**config.mk**
```make
export PLATFORM = sky130hd
export DESIGN_NAME = apb_reg_access_ctrl
export DESIGN_NICKNAME = d
export VERILOG_FILES = /design/src/rtl/apb_reg_pkg.sv /design/src/rtl/apb_reg_access_ctrl_decode.sv /design/src/rtl/apb_reg_access_ctrl.sv
export SDC_FILE = /design/constraint.sdc
export NUM_CORES = 1
export LEC_CHECK = 0
export ABC_AREA = 1
export BUFFER_PORTS_ARGS = -buffer_cell sky130_fd_sc_hd__buf_4
export CORE_AREA = 4 4 148 150
export DETAILED_ROUTE_END_ITERATION = 10
export DIE_AREA = 0 0 152 154
export PLACE_DENSITY = 0.62
export SYNTH_ARGS = -nofsm -noshare
export SYNTH_HDL_FRONTEND = slang
export SYNTH_SLANG_ARGS = --single-unit
```
**constraint.sdc**
```tcl
create_clock -name i_clk -period 2.8 [get_ports i_clk]
set_clock_uncertainty 0.2 [all_clocks]
set_input_delay 0.42 -clock i_clk [delete_from_list [all_inputs] [get_ports i_clk]]
set_output_delay 0.42 -clock i_clk [all_outputs]
set_load 0.05 [all_outputs]
```
**src/rtl/apb_reg_pkg.sv**
```systemverilog
// apb_reg_pkg
//   Shared types and constants for the APB4 register access controller and
//   its address decoder: FSM state encoding, register byte offsets and the
//   APB response codes driven on PSLVERR.
package apb_reg_pkg;

  typedef enum logic {
    IDLE   = 1'b0,
    ACCESS = 1'b1
  } state_t;

  // Byte offsets into the configuration bank (word index = offset >> 2).
  localparam logic [11:0] SLV_CTRL_OFS   = 12'h000;
  localparam logic [11:0] SLV_STATUS_OFS = 12'h004;
  localparam logic [11:0] SLV_CONFIG_OFS = 12'h010;  // index 4

  localparam logic APB_OKAY = 1'b0;
  localparam logic APB_ERR  = 1'b1;

endpackage

```
**src/rtl/apb_reg_access_ctrl_decode.sv**
```systemverilog
// apb_reg_addr_decode
//   Combinational decode of an APB setup phase into a register word index
//   and an error flag. The flag covers unaligned addresses, indices past the
//   end of the bank and writes that do not enable all four byte lanes
//   (the bank only supports full-word writes).
// Ports
//   i_paddr  : APB byte address
//   i_pstrb  : APB write byte strobes
//   i_pwrite : 1 = write transfer
//   o_idx    : word index paddr[ADDR_W-1:2]
//   o_err    : transfer must complete with an error response
module apb_reg_addr_decode import apb_reg_pkg::*; #(
  parameter int ADDR_W   = 12,
  parameter int NUM_REGS = 8
) (
  input  logic [ADDR_W-1:0] i_paddr,
  input  logic [3:0]        i_pstrb,
  input  logic              i_pwrite,
  output logic [ADDR_W-3:0] o_idx,
  output logic              o_err
);

  localparam int IDX_W = ADDR_W - 2;
  localparam logic [IDX_W-1:0] LAST_IDX = IDX_W'(NUM_REGS - 1);

  assign o_idx = i_paddr[ADDR_W-1:2];
  assign o_err = (i_paddr[1:0] != 2'b00) ||
                 (o_idx > LAST_IDX) ||
                 (i_pwrite && (i_pstrb != 4'hF));

endmodule

```
**src/rtl/apb_reg_access_ctrl.sv**
```systemverilog
// apb_reg_access_ctrl
//   APB4 slave front end for a bank of NUM_REGS 32-bit registers. A setup
//   phase latches the transfer, WAIT_STATES access cycles are inserted, and
//   the completion cycle either pulses a one-hot write strobe, returns read
//   data, or reports a decode error.
// Ports
//   i_clk, i_rstn       : clock, synchronous active-low reset
//   i_psel .. i_pstrb   : APB4 request
//   o_prdata, o_pready,
//   o_pslverr           : APB4 response (data/err forced 0 while not ready)
//   o_reg_write         : one-hot write strobe, completion cycle only
//   o_reg_wdata         : data for o_reg_write
//   i_reg_rdata         : concatenated bank read values, reg i at [32i+:32]
//   i_use_merr_resp     : 1 = decode errors reported on PSLVERR
//   o_err_count         : saturating count of erroneous transfers
module apb_reg_access_ctrl import apb_reg_pkg::*; #(
  parameter int NUM_REGS    = 8,
  parameter int ADDR_W      = 12,
  parameter int WAIT_STATES = 1
) (
  input  logic                  i_clk,
  input  logic                  i_rstn,
  input  logic                  i_psel,
  input  logic                  i_penable,
  input  logic                  i_pwrite,
  input  logic [ADDR_W-1:0]     i_paddr,
  input  logic [31:0]           i_pwdata,
  input  logic [3:0]            i_pstrb,
  output logic [31:0]           o_prdata,
  output logic                  o_pready,
  output logic                  o_pslverr,
  output logic [NUM_REGS-1:0]   o_reg_write,
  output logic [31:0]           o_reg_wdata,
  input  logic [NUM_REGS*32-1:0] i_reg_rdata,
  input  logic                  i_use_merr_resp,
  output logic [7:0]            o_err_count
);

  localparam int IDX_W = ADDR_W - 2;
  localparam logic [3:0] WS_LD = 4'(WAIT_STATES);

  state_t           r_state;
  logic [3:0]       r_wcnt;
  logic             r_write;
  logic             r_err;
  logic [IDX_W-1:0] r_idx;
  logic [31:0]      r_wdata;
  logic [7:0]       r_err_cnt;

  logic [IDX_W-1:0] w_idx;
  logic             w_err;
  logic             w_pready;
  logic             w_done;
  logic             w_wr_fire;
  logic [31:0]      w_rd_word;

  apb_reg_addr_decode #(
    .ADDR_W   (ADDR_W),
    .NUM_REGS (NUM_REGS)
  ) u_dec (
    .i_paddr  (i_paddr),
    .i_pstrb  (i_pstrb),
    .i_pwrite (i_pwrite),
    .o_idx    (w_idx),
    .o_err    (w_err)
  );

  // Ready comes only from flops so PREADY never depends on APB inputs.
  assign w_pready  = (r_state == ACCESS) && (r_wcnt == 4'd0);
  assign w_done    = w_pready && i_psel && i_penable;
  assign w_wr_fire = w_done && r_write && !r_err;

  always_ff @(posedge i_clk) begin
    if (!i_rstn) begin
      r_state   <= IDLE;
      r_wcnt    <= 4'd0;
      r_write   <= 1'b0;
      r_err     <= 1'b0;
      r_idx     <= '0;
      r_wdata   <= '0;
      r_err_cnt <= 8'd0;
    end else begin
      case (r_state)
        IDLE: begin
          // penable without a preceding setup phase is ignored here
          if (i_psel && !i_penable) begin
            r_state <= ACCESS;
            r_write <= i_pwrite;
            r_wdata <= i_pwdata;
            r_idx   <= w_idx;
            r_err   <= w_err;
            r_wcnt  <= WS_LD;
          end
        end
        ACCESS: begin
          if (r_wcnt != 4'd0) r_wcnt <= r_wcnt - 4'd1;
          if (!i_psel) begin
            // master abandoned the transfer: no strobe, no error count
            r_state <= IDLE;
          end else if (w_done) begin
            r_state <= IDLE;
            if (r_err && (r_err_cnt != 8'hFF)) r_err_cnt <= r_err_cnt + 8'd1;
          end
        end
        default: r_state <= IDLE;
      endcase
    end
  end

  always_comb begin
    w_rd_word = '0;
    for (int i = 0; i < NUM_REGS; i++)
      if (r_idx == IDX_W'(i)) w_rd_word = i_reg_rdata[i*32 +: 32];
  end

  always_comb begin
    o_reg_write = '0;
    for (int i = 0; i < NUM_REGS; i++)
      o_reg_write[i] = w_wr_fire && (r_idx == IDX_W'(i));
  end

  assign o_pready    = w_pready;
  assign o_prdata    = (w_pready && !r_err && !r_write) ? w_rd_word : 32'd0;
  assign o_pslverr   = (w_pready && r_err && i_use_merr_resp) ? APB_ERR : APB_OKAY;
  assign o_reg_wdata = r_wdata;
  assign o_err_count = r_err_cnt;

endmodule

```
==> impl_summary.log <==
[metrics] status: finished, final reports clean
[metrics] critical path class: reg -> out
[metrics] most common cell type on the critical path: buf_6
[metrics] worst-path fanout max: 8
[metrics] latest clock arrival within the worst-skew pair: 0.32 ns
[metrics] Netlist cell types: 31
[metrics] post-synthesis cell type with the largest combined area: dfxtp_1
[metrics] buffering stage count on the worst path with inverters included: 8
[metrics] Max Freq: 367 MHz
[metrics] number of standard-cell rows in the floorplan: 53
[metrics] number of buffers on the longest clock path: 2
[metrics] critical path cell sequence: inv_2 > ha_4 > nand3_4 > nor2_4 > inv_2 > nor3_4 > buf_6 > buf_6 > buf_16 > o21ai_0 > inv_1 > nand2_1 > inv_1 > buf_6
[metrics] maxcap violations: 0
[metrics] Power Density: 346 nW/um2
[metrics] pin count of the biggest net entering global routing: 53
[metrics] initial antenna violation count: 3
[metrics] Net count, final: 1573
[metrics] number of global-route vias before repair: 7050
[metrics] area of the mapped netlist: 4790 um2
[metrics] total global routing track utilization: 0.217
[metrics] CTS tree: yes
[metrics] slew margin rel.: 0.479
[metrics] via count: 7383
[metrics] post-route cell area: 9430 um2
[metrics] stages on the worst setup path: 14
[metrics] per-instance average area after synthesis: 5.64 um2
[metrics] number of DRC markers in iteration 0: 405
[metrics] DRC Markers: 0
[metrics] most area-consuming cells after synthesis: dfxtp_1, nand3_1, nor2_1
[metrics] hold-fix buffer count after cts: 0
[metrics] slowest stage delay, CP: 0.30 ns
[metrics] number of buffers inserted during clock tree synthesis: 9
[metrics] number of detailed-route iterations in the first pass: 5
[metrics] number of sinks driven by the clock tree: 57
[metrics] Die Span X: 152 um
[metrics] Final Hold Vio Count: 0
[metrics] share of the cycle needed by the critical path after routing: 0.973
[metrics] effective utilization at floorplan: 0.232
[metrics] sum of negative setup slack: 0 ns
[metrics] P_sw: 1090 uW
[metrics] wire length of the first global-routing pass: 40.5 mm
[metrics] worst hold stages: 3
[metrics] Worst path slowest cell: dfxtp_1
[metrics] share of the synthesized area in the top cell type: 0.238
[metrics] data arrival at the endpoint of the critical path: 2.10 ns
[metrics] Leak Pwr: 0.00488 uW
[metrics] number of ports placed on the die boundary: 392
[metrics] number of cells produced by synthesis: 850
[metrics] combinational cell fraction of total power: 0.422
[metrics] r2r worst-path depth: 12
[metrics] shortest clock period the worst path allows after layout: 2.72 ns
[metrics] area inside the core boundary: 20700 um2
[metrics] number of slew-limit violations in the final report: 0
[metrics] via count normalized by instance count: 4.79
[metrics] kind of end point of the critical path: output pin
[metrics] die extent in y: 154 um
[metrics] worst hold-check path type: in -> reg
[metrics] syn_nets: 1162
[metrics] share of the yosys chip area belonging to registers: 0.238
[metrics] flop and latch count out of synthesis: 57
[metrics] clock share of power: 0.304
[metrics] Final setup violation count: 0
[metrics] clock edge transition at the registers on the reported setup and hold paths: 0.05 ns
[metrics] critical path launch point type: register
[metrics] unrepaired setup endpoints after global routing: true
[metrics] fraction of final layout cells with drive strength greater than 1: 0.433
[metrics] total wire length: 28.5 mm
[metrics] Internal: 2180 uW
[metrics] CTS Root Buffer Type: clkbuf_16
[metrics] global placement routability congestion: 0.979
[metrics] Max H-tree Level: 3
[metrics] Critical Path RT: 2.18 ns
[metrics] DRT antenna net count: 0
[metrics] sum of net half-perimeters after detailed placement: 20.7 mm
[metrics] synthesis-to-layout area growth: 96.6%
[metrics] largest voltage drop on the vdd net: 0.441 mV
[metrics] area of the die: 23400 um2
[metrics] kind of cell adding the most delay to the critical path: buffers and inverters
[metrics] total congestion overflow after global routing: 0
[metrics] detail-routed net length per standard cell: 18.5 um
[metrics] switching share of power: 0.333
[metrics] number of warnings reported in the yosys synthesis log: 0
[metrics] power share of the sequential group: 0.274
[metrics] standard cell area after detailed placement: 8100 um2
[metrics] slew at the pin closest to its max-slew limit: 0.780 ns
[metrics] number of buffers added on ports: 391
cell usage after synthesis (all sizes together):
| library cell | instances |
|---|---|
| o2111ai | 4 |
| o21ai | 82 |
| a41oi | 1 |
| a21oi | 68 |
| nand3b | 4 |
| nor4 | 2 |
| xor2 | 4 |
| xnor2 | 1 |
| clkbuf | 21 |
| inv | 114 |
| or2 | 1 |
| buf | 32 |
| ha | 2 |
| o31ai | 1 |
| nand3 | 135 |
| nand2 | 130 |
| nor3 | 8 |
| nand4 | 27 |
| dfxtp | 57 |
| nor2 | 156 |
layout by cell type (no fill, tap or decap), drive strengths merged:
cell | netlist | routed
ha | 2 | 2
clkinv | 0 | 4
dfxtp | 57 | 57
nor3 | 8 | 8
xnor2 | 1 | 1
a41oi | 1 | 1
clkinvlp | 0 | 1
nor2 | 156 | 156
nand2 | 130 | 130
a21oi | 68 | 68
o2111ai | 4 | 4
nand3 | 135 | 135
nand3b | 4 | 4
nor4 | 2 | 2
diode | 0 | 1
inv | 114 | 112
clkbuf | 21 | 20
o31ai | 1 | 1
o21ai | 82 | 82
nand4 | 27 | 27
buf | 32 | 446
or2 | 1 | 1
xor2 | 4 | 4
power by group through the flow:
stage | Combinational [uW] | Sequential (uW) | Clock, uW
detailed placement | 1120 | 903 | 0
CTS | 1220 | 889 | 1020
finish | 1380 | 893 | 992
floorplan | 465 | 1010 | 0
global placement | 1120 | 902 | 0
global route | 1480 | 898 | 1060
worst paths after layout:
path / start / slack, ns / to
max: r_wcnt[0]$_SDFFE_PN0P_ / 0.08 / o_prdata[28]
min: i_pwdata[6] / 0.12 / o_reg_wdata[6]$_SDFFE_PN0P_
max reg2reg: r_wcnt[0]$_SDFFE_PN0P_ / 0.81 / o_err_count[3]$_SDFFE_PN0P_
min reg2reg: r_wcnt[2]$_SDFFE_PN0P_ / 0.27 / r_wcnt[2]$_SDFFE_PN0P_
through the flow:
step | hold slack (ns) | instances | worst slack (ns) | power [uW] | utilization
2_1_floorplan | 0.240 | 850 | 0.0351 | 1470 | -
3_3_place_gp | 0.249 | 1481 | 0.0479 | 2020 | 0.391
3_5_place_dp | 0.258 | 1481 | 0.0534 | 2030 | 0.391
4_1_cts | 0.108 | 1519 | 0.0104 | 3130 | 0.430
5_1_grt | 0.120 | 1542 | -0.0528 | 3440 | 0.456
6_report | 0.117 | 1542 | 0.0754 | 3260 | 0.456
flip-flops by register name, indices dropped and copies added (netlist names):
signal       count
o_reg_wdata     32
r_wcnt           4
r_state          1
o_err_count      8
r_err            1
r_write          1
r_idx           10
worst register-to-register path, delay by kind of cell (launching register included):
family | cells | cell delay [ns]
simple gates | 7 | 0.66
buf+inv | 4 | 0.56
fa+ha+maj | 1 | 0.16
flops | 1 | 0.30
timing repair:
| action | in CTS | in global routing |
|---|---|---|
| gates resized for setup | 55 | 77 |
| endpoints found under the setup margin | 32 | 33 |
| buffers inserted | 17 | 17 |
| gates cloned | 5 | 7 |
| pin swaps | 9 | 43 |
per-layer routing:
| layer | routed length [um] | share of wire | up-vias | GRT usage |
|---|---|---|---|---|
| li1 | - | - | 3607 | - |
| met1 | 10600 | 0.37 | 3379 | 0.247 |
| met2 | 14800 | 0.52 | 353 | 0.399 |
| met3 | 2330 | 0.082 | 40 | 0.0574 |
| met4 | 703 | 0.025 | 4 | 0.0634 |
| met5 | 34 | 0.0012 | - | 0 |
kinds of logic (layout without fill, tap and decap cells):
kind of cell	after synthesis	after routing	share of synthesized area
fa+ha+maj	2	2	0.00522
buf+inv	167	583	0.146
simple gates	463	463	0.434
xor+xnor	5	5	0.00913
flops	57	57	0.238
compound gates	156	156	0.167
other cells	0	1	0
final cells by class:
| class | count | area (um2) |
|---|---|---|
| Fill cell | 2155 | 11300 |
| Timing Repair Buffer | 453 | 4000 |
| Multi-Input combinational cell | 626 | 3200 |
| Sequential cell | 57 | 1150 |
| Inverter | 114 | 449 |
| Tap cell | 275 | 344 |
| Clock buffer | 13 | 260 |
| Clock inverter | 3 | 15.0 |
| Antenna cell | 1 | 2.50 |
(Power assumes the default switching activity.)
